$ cat config.mk
export PLATFORM = sky130hd
export DESIGN_NAME = bf_program_loader
export DESIGN_NICKNAME = d
export VERILOG_FILES = /design/src/rtl/bf_program_loader.sv
export SDC_FILE = /design/constraint.sdc
export NUM_CORES = 1
export LEC_CHECK = 0
export CORE_ASPECT_RATIO = 0.75
export CORE_MARGIN = 3
export CORE_UTILIZATION = 49
export CTS_CLUSTER_SIZE = 10
export DETAILED_ROUTE_END_ITERATION = 8
export PLACE_DENSITY = 0.79
export RECOVER_POWER = 100
export SLEW_MARGIN = 20
export SYNTH_ARGS = -nofsm -noshare
export SYNTH_HDL_FRONTEND = slang
export SYNTH_SLANG_ARGS = --single-unit
$ cat constraint.sdc
create_clock -name clk -period 3.1 [get_ports clk]
set_clock_uncertainty 0.1 [all_clocks]
set_input_delay 0.62 -clock clk [delete_from_list [all_inputs] [get_ports clk]]
set_output_delay 0.62 -clock clk [all_outputs]
set_load 0.02 [all_outputs]
$ cat src/rtl/bf_program_loader.sv
// Streams Brainfuck source text into program memory as 3-bit opcodes, checking bracket balance,
// nesting depth and program capacity. Terminates in DONE or in a sticky ERROR with a cause code.
module bf_program_loader #(
   parameter int unsigned PROGRAM_LENGTH = 9,
   parameter int unsigned MAX_DEPTH      = 15
) (
   input  logic                                 clk,
   input  logic                                 rst,
   input  logic [7:0]                           src_byte,
   input  logic                                 src_valid,
   input  logic                                 src_last,
   output logic                                 src_ready,
   output logic                                 prog_wr_en,
   output logic [$clog2(PROGRAM_LENGTH)-1:0]    prog_wr_addr,
   output logic [2:0]                           prog_wr_data,
   output logic [$clog2(PROGRAM_LENGTH+1)-1:0]  prog_length,
   output logic                                 done,
   output logic [2:0]                           error
);

   localparam int unsigned AW = $clog2(PROGRAM_LENGTH);
   localparam int unsigned CW = $clog2(PROGRAM_LENGTH + 1);
   localparam int unsigned DW = $clog2(MAX_DEPTH + 1);

   localparam logic [CW-1:0] LP_FULL      = CW'(PROGRAM_LENGTH);
   localparam logic [DW-1:0] LP_MAX_DEPTH = DW'(MAX_DEPTH);

   localparam logic [2:0] OP_OPEN  = 3'd6;
   localparam logic [2:0] OP_CLOSE = 3'd7;

   localparam logic [2:0] ERR_NONE      = 3'd0;
   localparam logic [2:0] ERR_UNMATCHED = 3'd1;
   localparam logic [2:0] ERR_UNCLOSED  = 3'd2;
   localparam logic [2:0] ERR_PROG_OVF  = 3'd3;
   localparam logic [2:0] ERR_DEPTH_OVF = 3'd4;

   typedef enum logic [1:0] {
      StLoad,
      StDone,
      StError
   } state_t;

   state_t          r_state;
   logic [CW-1:0]   r_count;
   logic [DW-1:0]   r_depth;
   logic            r_wr_en;
   logic [AW-1:0]   r_wr_addr;
   logic [2:0]      r_wr_data;
   logic [2:0]      r_error;

   state_t          w_state_nxt;
   logic [CW-1:0]   w_count_nxt;
   logic [DW-1:0]   w_depth_nxt;
   logic            w_wr_en_nxt;
   logic [AW-1:0]   w_wr_addr_nxt;
   logic [2:0]      w_wr_data_nxt;
   logic [2:0]      w_error_nxt;

   logic            w_accept;
   logic            w_is_cmd;
   logic [2:0]      w_opcode;
   logic            w_fault;
   logic [2:0]      w_fault_code;

   always_comb begin
      w_is_cmd = 1'b1;
      w_opcode = 3'd0;
      case (src_byte)
         "+":     w_opcode = 3'd0;
         "-":     w_opcode = 3'd1;
         ">":     w_opcode = 3'd2;
         "<":     w_opcode = 3'd3;
         ".":     w_opcode = 3'd4;
         ",":     w_opcode = 3'd5;
         "[":     w_opcode = OP_OPEN;
         "]":     w_opcode = OP_CLOSE;
         default: w_is_cmd = 1'b0;
      endcase
   end

   assign w_accept = src_valid && src_ready;

   // Capacity is checked before bracket legality, so a full program reports overflow first.
   always_comb begin
      w_fault      = 1'b0;
      w_fault_code = ERR_NONE;
      if (w_is_cmd) begin
         if (r_count == LP_FULL) begin
            w_fault      = 1'b1;
            w_fault_code = ERR_PROG_OVF;
         end else if ((w_opcode == OP_CLOSE) && (r_depth == '0)) begin
            w_fault      = 1'b1;
            w_fault_code = ERR_UNMATCHED;
         end else if ((w_opcode == OP_OPEN) && (r_depth == LP_MAX_DEPTH)) begin
            w_fault      = 1'b1;
            w_fault_code = ERR_DEPTH_OVF;
         end
      end
   end

   always_comb begin
      w_state_nxt   = r_state;
      w_count_nxt   = r_count;
      w_depth_nxt   = r_depth;
      w_wr_en_nxt   = 1'b0;
      w_wr_addr_nxt = '0;
      w_wr_data_nxt = 3'd0;
      w_error_nxt   = r_error;

      if (w_accept) begin
         if (w_is_cmd && !w_fault) begin
            w_wr_en_nxt   = 1'b1;
            w_wr_addr_nxt = AW'(r_count);
            w_wr_data_nxt = w_opcode;
            w_count_nxt   = r_count + CW'(1);
            if (w_opcode == OP_OPEN) begin
               w_depth_nxt = r_depth + DW'(1);
            end else if (w_opcode == OP_CLOSE) begin
               w_depth_nxt = r_depth - DW'(1);
            end
         end

         // A character's own fault outranks the unclosed-bracket check on src_last.
         if (w_fault) begin
            w_state_nxt = StError;
            w_error_nxt = w_fault_code;
         end else if (src_last) begin
            if (w_depth_nxt == '0) begin
               w_state_nxt = StDone;
            end else begin
               w_state_nxt = StError;
               w_error_nxt = ERR_UNCLOSED;
            end
         end
      end
   end

   always_ff @(posedge clk) begin
      if (rst) begin
         r_state   <= StLoad;
         r_count   <= '0;
         r_depth   <= '0;
         r_wr_en   <= 1'b0;
         r_wr_addr <= '0;
         r_wr_data <= 3'd0;
         r_error   <= ERR_NONE;
      end else begin
         r_state   <= w_state_nxt;
         r_count   <= w_count_nxt;
         r_depth   <= w_depth_nxt;
         r_wr_en   <= w_wr_en_nxt;
         r_wr_addr <= w_wr_addr_nxt;
         r_wr_data <= w_wr_data_nxt;
         r_error   <= w_error_nxt;
      end
   end

   // rst gates the write port so a write registered just before reset never reaches memory.
   assign src_ready    = (r_state == StLoad) && !rst;
   assign prog_wr_en   = r_wr_en && !rst;
   assign prog_wr_addr = rst ? '0 : r_wr_addr;
   assign prog_wr_data = rst ? 3'd0 : r_wr_data;
   assign prog_length  = r_count;
   assign done         = (r_state == StDone);
   assign error        = r_error;

endmodule
==> flow_metrics.tcl <==
set metrics [dict create \
    synth_nets 156 \
    synth_compound_area_share_pct 17.2 \
    worstPathArrival_ns 3.04 \
    cts_max_path_buffers 2 \
    slew_headroom_pct 64.5 \
    synth_mux_area_share_pct 0.811 \
    ys_warn_count 0 \
    vias 1151 \
    die_h_microns 49.5 \
    utilization_pct 71.6 \
    critPathMaxStageDelay_ns 0.63 \
    fin_crit_ns 2.94 \
    hpwl_microns 2290 \
    core_sq_um 2350 \
    wl_per_cell_microns 13.0 \
    nFillCells 180 \
    critPathKind "in2reg" \
    die_x_microns 64.0 \
    netlist_instances 139 \
    clkLatencyLatePin_ns 0.30 \
    peakVddDrop_uv 219 \
    setup_viol 0 \
    post-route-period-util_pct 94.8 \
    io_buffers 28 \
    multiInputGateArea_sq_um 774 \
    viasPerCell 5.28 \
    dr.pass1.iters 4 \
    crit_buf_inv 2 \
    worstSetupStartpointType "input port" \
    die_area_sq_um 3160 \
    wl_microns 2840 \
    syn_area_sq_um 1230 \
    finalWorstSetupSlack_ns 0.161 \
    cts.clk_slew.worst_paths_ns 0.10 \
    cts_resized 0 \
    yosysSeqAreaShare_pct 34.0 \
    drive_gt1_share_pct 15.8 \
    cp.required_ns 3.20 \
    mostFrequentLayoutCell "dfxtp_1" \
    synth_top_family_by_area "simple AND/OR/NAND/NOR gates" \
    crit_slowest_cell "dlygate4sd3_1" \
    outcome "completed" \
    cts-root-buf "clkbuf_4" \
    antenna_found_initial 0 \
    synth_seq_cells 21 \
    async_reset_ff_share_pct 0 \
    cellPowerDensity_nw_per_um2 289 \
    cts_setup_buffers 0 \
    worst_pin_slew_ns 0.527 \
    htree_levels 1 \
    tritoncts "built" \
    grtUsageTotal_pct 18.6 \
    final_cell_mix "dfxtp_1, dlygate4sd3_1, buf_4" \
    synth_fa_ha_area_share_pct 5.07 \
    synth-edff-count 0 \
    critPathMostFrequentCell "a21oi_2" \
    crit_chain "dlygate4sd3_1, or2b_1, a21oi_2, or4b_4, a21oi_2, xnor2_1, buf_4, a31oi_4, o221a_1" \
    hold_viol_final 0 \
    drc 0 \
    initial_core_util_pct 52.6 \
    maxCapViolCount 0 \
    grt_pass1_vias 1081 \
    grt_max_degree 12 \
    yosysUniqueCellTypes 52 \
    crit_family "buffers and inverters" \
    area_delta_synth_final_pct 36.0 \
    endpoint_kind "flop" \
    routabilityCongestion 0.818 \
    cp_max_fo 7 \
    antenna_cells 0 \
    leakage_uw 0.000679 \
    seq_area_sq_um 420 \
    synth-simple-area-share_pct 35.2 \
    holdWs_ns 0.371 \
    final_nets 202 \
    synthFlopType "dfxtp_1" \
    core.rowCount 15 \
    drv_slew 0 \
    ios 29 \
    fmax_mhz 340 \
    numCtsBuffers 3 \
    pre_cts_ws_ns -0.0623 \
    cts_sinks 21 \
    grt_pass1_wl_microns 4770 \
    drt_iter0_markers 32 \
    ant_nets 0 \
    r2r_setup_slack_ns 0.61 \
    synth_area_per_cell_sq_um 8.88 \
    hold_buffers 0 \
    overflow 0 \
    synth_xor_xnor_area_share_pct 4.96 \
    hp-class "reg2reg" \
    rsz0062_at_grt "no" \
]
[power breakdown]
part	switching, uW	total, uW	leakage [uW]	internal, uW
Clock	79.6	130	0.0000150	50.2
Sequential	3.45	277	0.000170	273
Combinational	37.7	79.0	0.000495	41.3
Total	121	485	0.000679	365
[flip-flops by register name, indices dropped and copies added, names as in the netlist]
register     cells
error            3
r_state          2
prog_length      4
r_wr_addr        4
r_wr_en          1
r_depth          4
r_wr_data        3
[area by class of cell]
cell class,instances,share of cell area (%)
Tap cell,34,2.53
Multi-Input combinational cell,109,46.1
Clock buffer,4,1.56
Sequential cell,21,25.0
Timing Repair Buffer,45,23.6
Inverter,5,1.12
[tightest hold or removal path: cells and delay by family, from the launching register on]
kind / cells / cell delay (ns)
flip-flops: 1 / 0.32
multiplexers: 1 / 0.06
AND/OR/NAND/NOR: 1 / 0.05
[logic make-up (layout without fill, tap and decap cells)]
| family | Yosys count | in the layout |
|---|---|---|
| AOI/OAI and AO/OA | 26 | 26 |
| muxes | 1 | 1 |
| and+or+nand+nor | 70 | 70 |
| buffers and inverters | 9 | 54 |
| xor gates and xnor gates | 7 | 7 |
| adders and majority gates | 5 | 5 |
| DFF | 21 | 21 |
[synth_stat cells, drive strengths merged (3+ instances only)]
cell type | n | area, sq um
nor3 | 5 | 30.0
and2 | 5 | 31.3
xor2 | 3 | 26.3
nor4 | 3 | 25.0
xnor2 | 4 | 35.0
dfxtp | 21 | 420
a21oi | 4 | 27.5
and3 | 4 | 32.5
nor2 | 12 | 45.0
o21ai | 3 | 15.0
nor2b | 10 | 62.6
ha | 5 | 62.6
o21a | 3 | 22.5
clkbuf | 3 | 11.3
inv | 5 | 18.8
a21boi | 3 | 22.5
nand2 | 12 | 45.0
[metrics by stage]
step	total power [uW]	cell area [sq um]	instances	TNS, ns
6_report	485	1680	218	0
5_1_grt	508	1680	218	0
3_3_place_gp	361	1670	214	0
3_5_place_dp	363	1670	214	-0.0623
4_1_cts	489	1700	218	0
2_1_floorplan	320	1230	139	0
[path summary, 6_finish.rpt]
check | from | endpoint | depth (start not counted)
max reg2reg | prog_length[1] | error[0] | 10
min reg2reg | error[2] | error[2] | 2
min | error[2] | error[2] | 2
max | src_byte[2] | error[0] | 9
[routing by layer]
metal	track usage, %	part of all wire [%]	routed length [microns]	vias up
met5	0	0	0	-
met4	5.73	1.3	36	0
met3	5.01	4.8	135	6
met2	31.2	48	1380	30
met1	23.2	46	1290	528
li1	-	-	-	587
Note: power is estimated with default switching activity, not from simulation.
==> variant, RTL diff (same flow settings) <==
Re-encode `state_t` (3 states) as one-hot, 3 bits wide.
--- a/src/rtl/bf_program_loader.sv
+++ b/src/rtl/bf_program_loader.sv
@@ -34,10 +34,10 @@
    localparam logic [2:0] ERR_PROG_OVF  = 3'd3;
    localparam logic [2:0] ERR_DEPTH_OVF = 3'd4;
 
-   typedef enum logic [1:0] {
-      StLoad,
-      StDone,
-      StError
+   typedef enum logic [2:0] {
+      StLoad  = 3'b001,
+      StDone  = 3'b010,
+      StError = 3'b100
    } state_t;
 
    state_t          r_state;
Formal check against the unedited RTL: no difference found for any inputs over 10 cycles, from zero or initial values and one cycle with rst high; not proved beyond that.
==> variant against the unedited design <==
Worst setup slack lost 0.079 ns. Critical path type unchanged. Largest power group unchanged. Wire length is 9.8% higher. Utilization up 2.1 points. Synthesized area rose by 3.2%. Hold slack worse by 0.0030 ns. Total power up 20%. Via count rose by 6.3%. Cell area rose by 4.6%. Sequential cell count grew 1.
==> variant: results (changes against the unedited design) <==
| Metric | Value |
|---|---|
| Outcome | complete, no violations |
| Cell types with the highest counts after synthesis | dfxtp_1, nor2_1, nand2_1 |
| Via count normalized by instance count | 5.392 (+2.1%) |
| Worst hold path cell count | 2 (unchanged) |
| Leak Pwr | 0.7394 nW (+8.9%) |
| Dpl cells | 223 (+4.2%) |
| Starting DRC count in detailed routing | 34 (+6.3%) |
| Slowest-stage cell, CP | clkdlybuf4s50_1 |
| Post-detailed-placement half-perimeter wirelength | 2448 µm (+6.7%) |
| Peak VDD IR | 0.2016 mV (-8.1%) |
| Slew at the pin closest to its max-slew limit | 0.6173 ns (+0.09020 ns) |
| XOR/XNOR share of the synthesized area | 4.809% (-0.16 points) |
| CP Max Fanout | 2 (-5) |
| Origin of the critical flop-to-flop path | r_depth[2] |
| Synthesized net count | 165 (+5.8%) |
| Synth Area in Compound Gates | 16.98% (-0.25 points) |
| Share of layout cells above drive strength 1 | 14.51% (-1.3 points) |
| Setup crit start | src_byte[2] |
| H-tree level count | 1 (unchanged) |
| Number of remaining DRC errors | 0 (unchanged) |
| Maximum number of pins on one net before global-route repair | 21 (+9) |
| Crit path to | error[0] |
| Switching part of the total power | 22.14% (-2.7 points) |
| Sequential share of the synthesized area | 34.54% (+0.50 points) |
| Tot GR Track Use | 21.29% (+2.7 points) |
| Multiplexer area fraction after synthesis | 2.061% (+1.3 points) |
| Avg Synthesized Cell Area | 8.615 µm² (-3.0%) |
| Largest stage delay, worst path | 0.47 ns (-0.16 ns) |
| Worst Reg2Reg Path Length in Cells | 7 (-3) |
| Worst Hold Slack | 0.3680 ns (-0.003029 ns) |
| # fillers | 197 (+9.4%) |
| Hold endpoint | error[2] |
| CTS clk-pin slew, worst paths | 0.13 ns (+0.03 ns) |
| Wire length of the first global-routing pass | 5492 µm (+15%) |
| Cell types with the largest area share after synthesis | dfxtp_1, nor2_1, ha_1 |
| Synth Area in Adders | 4.907% (-0.16 points) |
| Port Buffer Count | 28 (unchanged) |
| Setup Viol. Count Final | 0 (unchanged) |
| Total wire length after detailed routing | 3121 µm (+9.8%) |
| Placer congestion estimate | 0.8428 (+3.0%) |
| Register-to-register path setup slack | 0.40 ns (-0.21 ns) |
| Number of nets in the final layout | 211 (+4.5%) |
| TritonCTS Buffers | 3 (unchanged) |
| Count of cell types in the netlist | 49 (-5.8%) |
| Arr. time, crit path | 3.14 ns (+0.10 ns) |
| Count of warnings emitted by yosys | 0 (unchanged) |
| Post-synth ARST share | 0% (unchanged) |
| Routed via count | 1224 (+6.3%) |
[variant: changes by cell type in the layout (fill, tap and decap cells not counted), sizes merged, moves of 3 or more]
cell | before | now
nand4 | 1 | 4
nor3 | 5 | 2
buf | 14 | 17
nor2 | 12 | 17
nor4 | 3 | 0
a21boi | 3 | 0
nand3 | 2 | 5
[variant: power groups by stage]
stage / logic [mW] / registers, mW / clock network [mW]
5_1_grt: 0.0800 / 0.287 / 0.238
6_report: 0.0739 / 0.286 / 0.222
3_5_place_dp: 0.0730 / 0.292 / 0
3_3_place_gp: 0.0712 / 0.292 / 0
2_1_floorplan: 0.0337 / 0.292 / 0
4_1_cts: 0.0735 / 0.286 / 0.224
[variant: per-stage QoR]
| stage | power (mW) | instance area [µm²] | util (%) | setup WS, ns |
|---|---|---|---|---|
| finish | 0.5817 | 1757 | 73.70 | 0.08280 |
| global route | 0.6051 | 1757 | 73.70 | 0.03652 |
| floorplan | 0.3261 | 1275 | - | 0.1308 |
| detailed placement | 0.3655 | 1707 | 71.60 | -0.2457 |
| global placement | 0.3636 | 1707 | 71.60 | -0.2153 |
| CTS | 0.5837 | 1759 | 73.81 | 0.03216 |
[variant: final cells by class]
class                      instances  area, µm²  share of cell area [%]
sequential                        22      440.4                   25.07
multi-input combinational        115      779.5                   44.37
clock inverter                     1      30.03                   1.709
timing repair buffer              47      422.9                   24.07
tap                               34      42.54                   2.422
inverter                           5      18.77                   1.068
clock buffer                       3      22.52                   1.282
[variant: worst max-delay path: cells and delay by family]
family | cells | cell delay (ns)
AO/OA/AOI/OAI | 2 | 0.48
buffers and inverters | 1 | 0.47
multiplexers | 2 | 0.65
AND/OR/NAND/NOR | 3 | 0.92
[variant: routing by layer]
metal	global-route usage (%)	routed length, µm
met4	4.211	18
met3	4.251	172
met2	36.84	1481
met1	27.52	1448
met5	0	0
